### src/rtl/uart_viterbi_frame_decoder.sv
// Collects an 8-byte k=3 convolutionally encoded frame and recovers 32 bits by hard-decision Viterbi.
// Optional: define VITERBI_METRIC_EN to register the winning path metric on path_metric.
module uart_viterbi_frame_decoder (
    input  logic        clk,
    input  logic        rst_n,
    input  logic        rx_data_ready,
    input  logic [7:0]  rx_data,
    input  logic        frame_clear,
    output logic [31:0] decoded_data,
    output logic        decoded_valid,
    output logic        busy,
    output logic [2:0]  byte_count,
    output logic        overrun,
    output logic [6:0]  path_metric
);

    typedef enum logic [1:0] {S_COLLECT, S_ACS, S_TRACE, S_DONE} state_t;

    state_t          state, state_nx;
    logic [4:0]      step;
    logic [63:0]     frame;
    logic [3:0][6:0] pm, pm_nx, sum0, sum1;
    logic [3:0]      dec;
    logic [3:0]      surv [32];
    logic [1:0]      tb_s, cur_s, best_s;
    logic [6:0]      best_m;
    logic [31:0]     shadow;
    logic            r0, r1;

    // Path metric through predecessor {b1,c} into state {b,b1}
    function automatic logic [6:0] branch(input logic [6:0] m, input logic b, input logic b1,
                                          input logic c, input logic rx0, input logic rx1);
        logic e0, e1;
        e0 = b ^ b1 ^ c;
        e1 = b ^ c;
        return m + 7'(e0 ^ rx0) + 7'(e1 ^ rx1);
    endfunction

    assign r0   = frame[{step, 1'b0}];
    assign r1   = frame[{step, 1'b1}];
    assign busy = (state != S_COLLECT);

    always_comb begin
        sum0  = '0;
        sum1  = '0;
        dec   = '0;
        pm_nx = '0;
        for (int unsigned i = 0; i < 4; i++) begin
            sum0[i]  = branch(pm[{i[0], 1'b0}], i[1], i[0], 1'b0, r0, r1);
            sum1[i]  = branch(pm[{i[0], 1'b1}], i[1], i[0], 1'b1, r0, r1);
            dec[i]   = (sum1[i] < sum0[i]);
            pm_nx[i] = dec[i] ? sum1[i] : sum0[i];
        end
    end

    always_comb begin
        best_s = 2'd0;
        best_m = pm[0];
        for (int unsigned i = 1; i < 4; i++) begin
            if (pm[i] < best_m) begin
                best_m = pm[i];
                best_s = 2'(i);
            end
        end
    end

    // Traceback starts from the best final state on its first cycle (step 31)
    assign cur_s = (step == 5'd31) ? best_s : tb_s;

    always_comb begin
        state_nx = state;
        case (state)
            S_COLLECT: if (rx_data_ready && byte_count == 3'd7) state_nx = S_ACS;
            S_ACS:     if (step == 5'd31) state_nx = S_TRACE;
            S_TRACE:   if (step == 5'd0) state_nx = S_DONE;
            S_DONE:    state_nx = S_COLLECT;
            default:   state_nx = S_COLLECT;
        endcase
        if (frame_clear) state_nx = S_COLLECT;
    end

    always_ff @(posedge clk or negedge rst_n) begin
        if (!rst_n) begin
            state         <= S_COLLECT;
            step          <= '0;
            frame         <= '0;
            pm            <= {7'd64, 7'd64, 7'd64, 7'd0};
            tb_s          <= '0;
            shadow        <= '0;
            decoded_data  <= '0;
            decoded_valid <= 1'b0;
            byte_count    <= '0;
            overrun       <= 1'b0;
        end else begin
            state         <= state_nx;
            decoded_valid <= 1'b0;
            if (frame_clear) begin
                byte_count <= '0;
                overrun    <= 1'b0;
            end else begin
                if (busy && rx_data_ready) overrun <= 1'b1;
                case (state)
                    S_COLLECT: if (rx_data_ready) begin
                        frame[{byte_count, 3'b000} +: 8] <= rx_data;
                        byte_count <= byte_count + 3'd1;
                        pm         <= {7'd64, 7'd64, 7'd64, 7'd0};
                        step       <= '0;
                    end
                    S_ACS: begin
                        pm   <= pm_nx;
                        step <= (step == 5'd31) ? step : step + 5'd1;
                    end
                    S_TRACE: begin
                        shadow[step] <= cur_s[1];
                        tb_s         <= {cur_s[0], surv[step][cur_s]};
                        step         <= step - 5'd1;
                    end
                    S_DONE: begin
                        decoded_data  <= shadow;
                        decoded_valid <= 1'b1;
                    end
                    default: ;
                endcase
            end
        end
    end

    always_ff @(posedge clk) begin
        if (state == S_ACS) surv[step] <= dec;
    end

`ifdef VITERBI_METRIC_EN
    logic [6:0] metric_q;

    always_ff @(posedge clk or negedge rst_n) begin
        if (!rst_n) metric_q <= '0;
        else if (state == S_DONE && !frame_clear) metric_q <= best_m;
    end

    assign path_metric = metric_q;
`else
    assign path_metric = '0;
`endif

endmodule

### config.mk
export PLATFORM = sky130hd
export DESIGN_NAME = uart_viterbi_frame_decoder
export DESIGN_NICKNAME = d
export VERILOG_FILES = /design/src/rtl/uart_viterbi_frame_decoder.sv
export SDC_FILE = /design/constraint.sdc
export NUM_CORES = 1
export LEC_CHECK = 0
export CORE_MARGIN = 2
export CORE_UTILIZATION = 57
export CTS_CLUSTER_DIAMETER = 200
export CTS_CLUSTER_SIZE = 30
export DETAILED_ROUTE_END_ITERATION = 8
export DONT_BUFFER_PORTS = 1
export PLACE_DENSITY = 0.69
export SETUP_SLACK_MARGIN = 0.5
export SKIP_LAST_GASP = 1
export SYNTH_ARGS = -nofsm -noshare
export SYNTH_HDL_FRONTEND = slang
export SYNTH_SLANG_ARGS = --single-unit
### constraint.sdc
create_clock -name clk -period 17.3 [get_ports clk]
set_input_delay 1.73 -clock clk [delete_from_list [all_inputs] [get_ports clk]]
set_output_delay 1.73 -clock clk [all_outputs]
set_load 0.01 [all_outputs]
==> results of run 1 <==
[flip-flops by register name, indices dropped and copies added, names as in the netlist, 2 cells and up]
| name | flops |
|---|---|
| surv | 128 |
| pm | 28 |
| frame | 64 |
| state | 2 |
| byte_count | 3 |
| tb_s | 2 |
| step | 5 |
| shadow | 32 |
| decoded_data | 32 |
[final cells by class]
class	count	area share, %
sequential	298	52.2
multi-input combinational	801	40.7
tap	335	2.70
clock buffer	21	2.35
inverter	63	1.52
timing repair buffer	10	0.484
[placed cells by master, fill, tap and decap left out, types with 14 or more instances in the layout]
cell type  instances
inv_1             60
mux2i_1           19
ha_1              65
edfxtp_1         128
xor2_1            21
mux4_2            48
nand2_1          135
mux2_2            54
o21ai_0          105
nand3_1           34
and2_1            14
nor2_1            66
xnor2_1           21
o31ai_1           38
a21oi_1           29
dfrtp_1          165
[cell families after synthesis]
logic type | count (synthesis)
buffers and inverters | 135
muxes | 122
DFF | 298
AOI/OAI and AO/OA | 251
adders and majority gates | 76
xor gates and xnor gates | 42
and+or+nand+nor | 303
other | 1
[routing by layer]
metal	global-route usage, %	up-vias
li1	-	4369
met1	35.7	4702
met2	39.0	293
met3	2.93	51
met4	5.22	0
met5	0	-
[worst paths after layout]
kind	endpoint	start
worst max-delay path	surv[24][2]	step[2]
worst min-delay path	frame[43]	frame[43]
worst max register to register	surv[24][2]	step[2]
worst min register to register	frame[43]	frame[43]
max in group asynchronous	pm[27]	rst_n
min in group asynchronous	decoded_data[24]	rst_n
[power groups by stage]
stage                     sequential [mW]  clock (mW)  combinational, mW
after global placement               1.02           0              0.947
final                                1.00       0.360              0.958
after floorplan                     0.994           0              0.700
after detailed placement             1.02           0              0.962
after CTS                            1.00       0.369              0.969
after global routing                 1.01       0.394               1.06
[through the flow]
step | util, % | hold slack [ns] | instances | power, mW | area [um2]
2_1_floorplan | - | 0.445 | 1234 | 1.69 | 14900
3_3_place_gp | 58.7 | 0.457 | 1507 | 1.96 | 15200
3_5_place_dp | 58.7 | 0.466 | 1507 | 1.98 | 15200
4_1_cts | 60.1 | 0.491 | 1528 | 2.34 | 15500
5_1_grt | 60.1 | 0.518 | 1528 | 2.47 | 15500
6_report | 60.1 | 0.488 | 1528 | 2.32 | 15500
[critical path: stages (launching register included)]
cell and delay [ns]:
dfrtp_1 0.61, nand3b_1 0.72, o21ai_0 0.26, nor4_2 0.85, inv_1 0.40, fa_1 0.52
inv_1 0.08, ha_1 0.21, xnor2_1 0.12, ha_1 0.30, a21o_1 0.10, a21o_1 0.11
a21oi_1 0.08, o21ai_1 0.76, inv_1 0.73
==> results.py, run 1 <==
metrics = {
    "worst_setup_path": {
        "critical_path_required_ns": 17.34,
        "end_kind": "flip-flop",
        "reg2reg_depth": 14,
        "crit_type": "reg -> reg",
        "critPathArrivalTime_ns": 6.34,
        "worst_setup_path_start_kind": "flip-flop",
        "crit_path_max_fanout": 32,
        "rrSetupSlack_ns": 10.99,
    },
    "routing": {
        "drt_iter0_markers": 800,
        "wl_um": 32400,
        "met1_length_um": 14600,
        "met2_length_um": 15200,
        "vias": 9415,
        "avgRoutedWirePerCell_um": 21.2,
        "first_pass_iters": 5,
        "wl_met3_um": 1980,
        "via_per_inst": 6.16,
        "top_layer_used": "met4",
        "post-route-drc-count": 0,
        "antenna_left": 0,
    },
    "floorplan": {
        "die_y_um": 166,
        "fp-row-count": 59,
        "initial_core_util_pct": 57.7,
        "die_w_um": 166,
        "ios": 57,
        "core-area_um2": 25800,
        "dieArea_um2": 27500,
    },
    "cts": {
        "clock-root-buffer": "clkbuf_16",
        "postCtsHoldBufs": 0,
        "htree_levels": 1,
        "cts.sinks": 298,
        "cts_tree": "done",
        "clk_pin_slew_worst_paths_ns": 0.11,
        "clock_latency_ns": 0.50,
        "cts_inserted_buffers": 13,
        "cts_setup_buffers": 0,
        "clockBufferDepth": 3,
        "post_cts_resized": 0,
    },
    "global_routing": {
        "antenna_found_initial": 0,
        "grt_pass1_wl_um": 53100,
        "grt_usage_pct": 24.1,
        "grt_pass1_vias": 9450,
        "overflow": 0,
        "grt_max_degree": 171,
    },
    "logic_synthesis": {
        "netlist_instances": 1228,
        "syn_area_um2": 14900,
        "yosysTopAreaCellShare_pct": 28.0,
        "avgSynthCellArea_um2": 12.1,
        "yosysSeqAreaShare_pct": 54.3,
        "synth_top_cell_by_area": "dfrtp_1",
        "synth_adder_area_share_pct": 6.93,
        "synth-main-ff-cell": "dfrtp_1",
        "ys_types": 65,
        "synth_compound_area_share_pct": 10.7,
        "synth_edf_count": 128,
        "async_flop_share_pct": 57.0,
        "synth_warnings": 0,
        "synth-seq-cells": 298,
        "synth.most_common_cell": "dfrtp_1",
        "synthSimpleGateAreaFrac_pct": 9.19,
        "synth_commonest_cells": "dfrtp_1 (167), nand2_1 (135), edfxtp_1 (128)",
        "synthMuxAreaShare_pct": 12.7,
        "synth-xor-area-share_pct": 2.47,
        "synth_top_family_by_area": "multiplexers",
        "synth.area.top_cells": "dfrtp_1 (28%), edfxtp_1 (26%), mux4_2 (7.2%), ha_1 (5.5%), mux2_2 (4.1%)",
    },
    "timing": {
        "period_share_pct": 36.5,
        "fin_tns_setup_ns": 0,
        "finalMaxSlewViolations": 0,
        "fmax_mhz": 159,
        "finClkSkew_ns": 0.0272,
        "worst_slew_pin_slew_ns": 1.09,
        "period_needed_ns": 6.31,
        "max-slew-margin-rel_pct": 27.5,
        "finalWorstSetupSlack_ns": 10.99,
        "finalHoldViolations": 0,
        "rsz0062_at_grt": "false",
        "setup_viol": 0,
    },
    "power_and_ir_drop": {
        "leakagePower_nw": 6.24,
        "swShare_pct": 36.2,
        "ir_worst_vdd_v": 0.000210,
        "p_sw_mw": 0.841,
        "comb_power_share_pct": 41.3,
        "p_per_area_nw_per_um2": 149,
        "clock_power_share_pct": 15.5,
        "p_int_mw": 1.48,
        "p_seq_share_pct": 43.2,
    },
    "status": {
        "run_status": "finished, final reports clean",
    },
    "worst_hold_path": {
        "whs_path_depth": 2,
        "hp-class": "reg -> reg",
    },
    "placement": {
        "port_buffers": 0,
        "dpl.hpwl_um": 22000,
        "globalplace.congestion": 0.877,
        "dp_slack_ns": 11.01,
    },
    "cells_and_area": {
        "n_antenna_cell": 0,
        "nNetsFinal": 1275,
        "final_layout_size_suffix_gt1_share_pct": 12.0,
        "multi_input_area_um2": 6320,
        "seq_area_um2": 8110,
        "area_growth_pct": 4.07,
        "num-fill-cells": 2123,
    },
    "flow_run": {
        "maxCapViolCount": 0,
    },
}
No activity file was read; power rests on OpenSTA's default activity.
==> run 2, diff against run 1 <==
==> constraint.sdc (replaced) <==
create_clock -name clk -period 6.45 [get_ports clk]
set_input_delay 0.645 -clock clk [delete_from_list [all_inputs] [get_ports clk]]
set_output_delay 0.645 -clock clk [all_outputs]
set_load 0.01 [all_outputs]
==> run 2 against run 1 <==
Worst setup slack lost 10 ns. Highest routed layer unchanged. Global-route usage shrank 0.62 points. Via count shrank 0.98%. Die area is the same. Sequential power grew to 2.7 times the previous value. Worst hold slack lost 0.33 ns. Register-to-register slack lost 10 ns. Sequential cell count is the same. Combinational power grew to 2.8 times the previous value. Critical endpoint is now shadow[21].
==> results.py, run 2 (synthesis results as in run 1) <==
metrics = {
    "timing": {
        "worst_slew_pin_slew_ns": 1.01,
        "rsz0062_at_grt": "false",
        "fin_tns_setup_ns": 0,
        "period_needed_ns": 5.59,
        "fmax_mhz": 179,
        "setup_viol": 0,
        "max-slew-margin-rel_pct": 32.8,
        "finalHoldViolations": 0,
        "finClkSkew_ns": 0.0313,
        "period_share_pct": 86.7,
        "finalMaxSlewViolations": 0,
    },
    "worst_setup_path": {
        "reg2reg_depth": 22,
        "startpoint": "pm[2]",
        "r2r-end": "shadow[21]",
        "critical_path_required_ns": 6.85,
        "rrSetupSlack_ns": 0.86,
        "end_kind": "flip-flop",
        "slowest_delay_ns": 0.61,
        "critPathArrivalTime_ns": 5.99,
        "crit_type": "reg -> reg",
        "crit_path_max_fanout": 31,
        "slowest_stage": "o21ai_0",
        "path_cells": "inv_1 > ha_1 > nand2_1 > o21ai_0 > a21oi_4 > a21oi_1 > ha_1 > a21oi_2 > o21ai_2 > a2111o_1 > a21oi_1 > nor2_2 > nand2_1 > o21ai_0 > ha_1 > and3_1 > a221o_1 > o21ai_0 > a211o_1 > mux2i_4 > buf_4 > o31ai_1",
        "path_buf_inv": 2,
        "worst_setup_path_start_kind": "flip-flop",
        "critical-path-top-delay-family": "compound AO/OA/AOI/OAI gates",
        "reg2reg_from": "pm[2]",
        "cp_num_cells": 22,
    },
    "routing": {
        "wl_um": 32000,
        "post-route-drc-count": 0,
        "drt_iter0_markers": 880,
        "avgRoutedWirePerCell_um": 20.7,
        "vias": 9323,
        "first_pass_iters": 5,
        "via_per_inst": 6.04,
        "antenna_left": 0,
    },
    "floorplan": {
        "die_y_um": 166,
        "ios": 57,
        "initial_core_util_pct": 57.7,
        "core-area_um2": 25800,
        "dieArea_um2": 27500,
        "die_w_um": 166,
        "fp-row-count": 59,
    },
    "cts": {
        "clockBufferDepth": 3,
        "cts.sinks": 298,
        "cts_inserted_buffers": 13,
        "cts_tree": "done",
        "htree_levels": 1,
        "clock_latency_ns": 0.52,
        "clock-root-buffer": "clkbuf_16",
        "clk_pin_slew_worst_paths_ns": 0.14,
    },
    "placement": {
        "port_buffers": 0,
        "dpl.hpwl_um": 21700,
        "globalplace.congestion": 0.881,
    },
    "cells_and_area": {
        "layout_common_cells": "dfrtp_1 (165), nand2_1 (135), edfxtp_1 (128), o21ai_0 (105)",
        "reg.largest.list": "surv: 128 flops, frame: 64 flops",
        "regMostFlops": "surv",
        "num-fill-cells": 2080,
        "area_growth_pct": 5.20,
        "n_antenna_cell": 0,
        "final_layout_size_suffix_gt1_share_pct": 13.4,
        "fin_util_pct": 60.7,
        "largest_reg_flops": 128,
        "nNetsFinal": 1290,
        "layout_commonest_cell": "dfrtp_1",
    },
    "power_and_ir_drop": {
        "ir_worst_vdd_v": 0.000524,
        "p_sw_mw": 2.31,
        "clock_power_share_pct": 15.4,
        "swShare_pct": 36.6,
        "p_total_mw": 6.32,
        "comb_power_share_pct": 42.0,
        "leakagePower_nw": 6.33,
        "p_per_area_nw_per_um2": 403,
        "p_int_mw": 4.00,
        "p_seq_share_pct": 42.5,
    },
    "global_routing": {
        "antenna_found_initial": 0,
        "grt_max_degree": 168,
        "overflow": 0,
        "grt_usage_pct": 23.5,
        "grt_pass1_wl_um": 51600,
        "grt_pass1_vias": 9138,
    },
    "status": {
        "run_status": "finished, final reports clean",
    },
    "worst_hold_path": {
        "worstHoldStart": "frame_clear",
        "whs_path_depth": 1,
        "whs_endpoint": "overrun",
        "hp-class": "in -> reg",
    },
    "flow_run": {
        "maxCapViolCount": 0,
    },
}
-- run 2: power groups by stage --
stage	logic, mW	clock network (mW)	registers, mW
after global placement	2.56	0	2.73
after global routing	2.92	1.06	2.71
after floorplan	1.90	0	2.66
after detailed placement	2.60	0	2.73
final	2.66	0.975	2.69
after CTS	2.64	1.00	2.69
-- run 2: worst max path at each step --
stage | end
floorplan | pm[10]
global placement | shadow[27]
detailed placement | shadow[21]
CTS | shadow[1]
global route | shadow[21]
finish | shadow[21]
-- run 2: through the flow --
step	setup slack [ns]	cells	hold WS, ns	cell area (um2)
after floorplan	0.819	1234	0.349	15000
after global placement	0.910	1516	0.359	15200
after detailed placement	0.707	1516	0.361	15200
after CTS	0.646	1540	0.154	15600
after global routing	0.425	1544	0.148	15700
final	0.858	1544	0.162	15700
-- run 2: what timing repair did --
| action | in CTS | in global routing |
|---|---|---|
| resized for setup | 0 | 4 |
| endpoints found under the hold margin | 167 | 0 |
| endpoints found under the setup margin | 0 | 33 |
| hold buffers | 2 | 0 |
| buffers inserted | 0 | 3 |
-- run 2: cell type report --
type / count / area [um2] / area share, %
Sequential cell: 298 / 8110 / 51.7
Multi-Input combinational cell: 802 / 6350 / 40.5
Tap cell: 335 / 419 / 2.67
Clock buffer: 21 / 365 / 2.33
Inverter: 63 / 240 / 1.53
Timing Repair Buffer: 24 / 203 / 1.29
Clock inverter: 1 / 8.76 / 0.0558
-- run 2: layer usage --
metal	GRT usage, %	vias up	wire length [um]
met5	0	-	0
met2	37.7	258	15100
met4	4.20	0	496
li1	-	4393	-
met3	3.34	34	1590
met1	35.1	4638	14800
==> run 3, diff against run 2 <==
--- a/config.mk
+++ b/config.mk
@@ -5,13 +5,14 @@
 export SDC_FILE = /design/constraint.sdc
 export NUM_CORES = 1
 export LEC_CHECK = 0
+export CAP_MARGIN = 10
 export CORE_MARGIN = 2
 export CORE_UTILIZATION = 57
 export CTS_CLUSTER_DIAMETER = 200
 export CTS_CLUSTER_SIZE = 30
 export DETAILED_ROUTE_END_ITERATION = 8
 export DONT_BUFFER_PORTS = 1
-export PLACE_DENSITY = 0.69
+export PLACE_DENSITY = 0.77
 export SETUP_SLACK_MARGIN = 0.5
 export SKIP_LAST_GASP = 1
 export SYNTH_ARGS = -nofsm -noshare
==> run 3 against run 2 <==
Worst setup slack better by 0.070 ns. Register-to-register slack better by 0.07 ns. Power down 0.60%. Final cell count down 0.39%. Critical path type unchanged.
==> results.py, run 3 (synthesis results as in run 1) <==
metrics = {
    "global_routing": {
        "grt_max_degree": 168,
        "grt_pass1_wl_um": 51900,
        "overflow": 0,
        "antenna_found_initial": 0,
        "grt_pass1_vias": 9356,
        "grt_usage_pct": 23.5,
    },
    "cells_and_area": {
        "final_layout_size_suffix_gt1_share_pct": 13.0,
        "fin_util_pct": 60.5,
        "regMostFlops": "surv",
        "largest_reg_flops": 128,
        "reg.largest.list": "surv: 128 flops, frame: 64 flops",
        "layout_commonest_cell": "dfrtp_1",
        "design_area_um2": 15600,
        "instances_no_fill": 1538,
        "area_growth_pct": 4.87,
        "nNetsFinal": 1285,
        "n_antenna_cell": 0,
        "layout_common_cells": "dfrtp_1 (164), nand2_1 (135), edfxtp_1 (128), o21ai_0 (104)",
    },
    "floorplan": {
        "die_w_um": 166,
        "die_y_um": 166,
        "ios": 57,
        "dieArea_um2": 27500,
        "initial_core_util_pct": 57.7,
        "core-area_um2": 25800,
        "fp-row-count": 59,
    },
    "flow_run": {
        "maxCapViolCount": 0,
    },
    "worst_hold_path": {
        "hp-class": "in -> async",
    },
    "worst_setup_path": {
        "worst_setup_path_start_kind": "flip-flop",
        "critPathArrivalTime_ns": 5.95,
        "critical_path_required_ns": 6.87,
        "crit_type": "reg -> reg",
        "end_kind": "flip-flop",
        "crit_path_max_fanout": 33,
        "reg2reg_depth": 23,
    },
    "routing": {
        "vias": 9385,
        "avgRoutedWirePerCell_um": 20.7,
        "post-route-drc-count": 0,
        "drt_iter0_markers": 946,
        "wl_um": 31900,
        "first_pass_iters": 5,
        "antenna_left": 0,
        "via_per_inst": 6.10,
    },
    "power_and_ir_drop": {
        "ir_worst_vdd_v": 0.000440,
        "leakagePower_nw": 6.30,
        "p_total_mw": 6.28,
        "p_per_area_nw_per_um2": 402,
    },
    "cts": {
        "htree_levels": 1,
        "clock_latency_ns": 0.50,
        "clk_pin_slew_worst_paths_ns": 0.12,
        "clock-root-buffer": "clkbuf_16",
        "cts_tree": "done",
        "cts_inserted_buffers": 13,
        "clockBufferDepth": 3,
        "cts.sinks": 298,
    },
    "timing": {
        "period_share_pct": 85.6,
        "setup_viol": 0,
        "finClkSkew_ns": 0.0184,
        "finalHoldViolations": 0,
        "worst_slew_pin_slew_ns": 0.985,
        "finalMaxSlewViolations": 0,
        "fmax_mhz": 181,
        "rsz0062_at_grt": "false",
        "period_needed_ns": 5.52,
        "fin_tns_setup_ns": 0,
        "max-slew-margin-rel_pct": 34.2,
    },
    "placement": {
        "dpl.hpwl_um": 21700,
        "dp_cells": 1512,
        "port_buffers": 0,
        "globalplace.congestion": 0.881,
        "placed_area_um2": 15200,
    },
    "status": {
        "run_status": "finished, final reports clean",
    },
}
[run 3: layer usage]
layer	up-vias	global-route usage, %	routed length, um
met5	-	0	0
met4	0	5.14	554
met3	43	3.24	1880
met2	272	38.5	15400
met1	4678	34.0	14000
li1	4392	-	-
[run 3: layout make-up]
type / count / area [um2]
clock buffers: 21 / 365
fillers: 2043 / 10200
inverters: 63 / 236
multi-input cells: 802 / 6350
flip-flops and latches: 298 / 8110
well taps: 335 / 419
repair buffers: 19 / 165
[run 3: stage by stage]
stage               setup WS [ns]  hold slack [ns]
floorplan                   0.819            0.349
global placement            0.764            0.355
detailed placement          0.548            0.352
CTS                         0.501            0.175
global route                0.481            0.165
finish                      0.928            0.110
[run 3: critical path, cell delays in order, from the launching register on]
cell	delay, ns
dfrtp_2	0.49
inv_1	0.10
ha_1	0.31
nand2_1	0.05
o21ai_0	0.54
a21oi_4	0.17
a21oi_1	0.25
ha_1	0.30
a21oi_2	0.16
o21ai_2	0.08
a2111o_1	0.43
a21oi_1	0.17
nor2_2	0.13
nand2_1	0.08
o21ai_0	0.09
ha_1	0.32
and3_1	0.20
a221o_1	0.39
o21ai_0	0.16
a211o_1	0.22
mux2i_4	0.08
buf_4	0.25
a2111o_1	0.39
o211ai_2	0.08
[run 3: path summary, 6_finish.rpt]
kind	slack (ns)	end	start
min	0.11	frame[53]	rst_n
max in group asynchronous	5.55	pm[2]	rst_n
min in group clk	0.19	overrun	frame_clear
min reg2reg	0.49	frame[61]	frame[61]
max reg2reg	0.93	tb_s[0]	pm[2]
max	0.93	tb_s[0]	pm[2]
[run 3: timing repair]
item                                    in CTS  in global routing
gates resized for setup                      0                  5
hold buffers                                 2                  0
endpoints found under the setup margin       0                 34
endpoints found under the hold margin      167                  0
buffers inserted                             0                  2
[run 3: where the power goes]
| group | internal [mW] | leakage, nW | total (mW) | switching [mW] |
|---|---|---|---|---|
| clock | 0.397 | 0.176 | 0.957 | 0.560 |
| sequential | 2.55 | 3.47 | 2.68 | 0.132 |
| combinational | 1.03 | 2.65 | 2.64 | 1.60 |
| total | 3.98 | 6.30 | 6.28 | 2.30 |
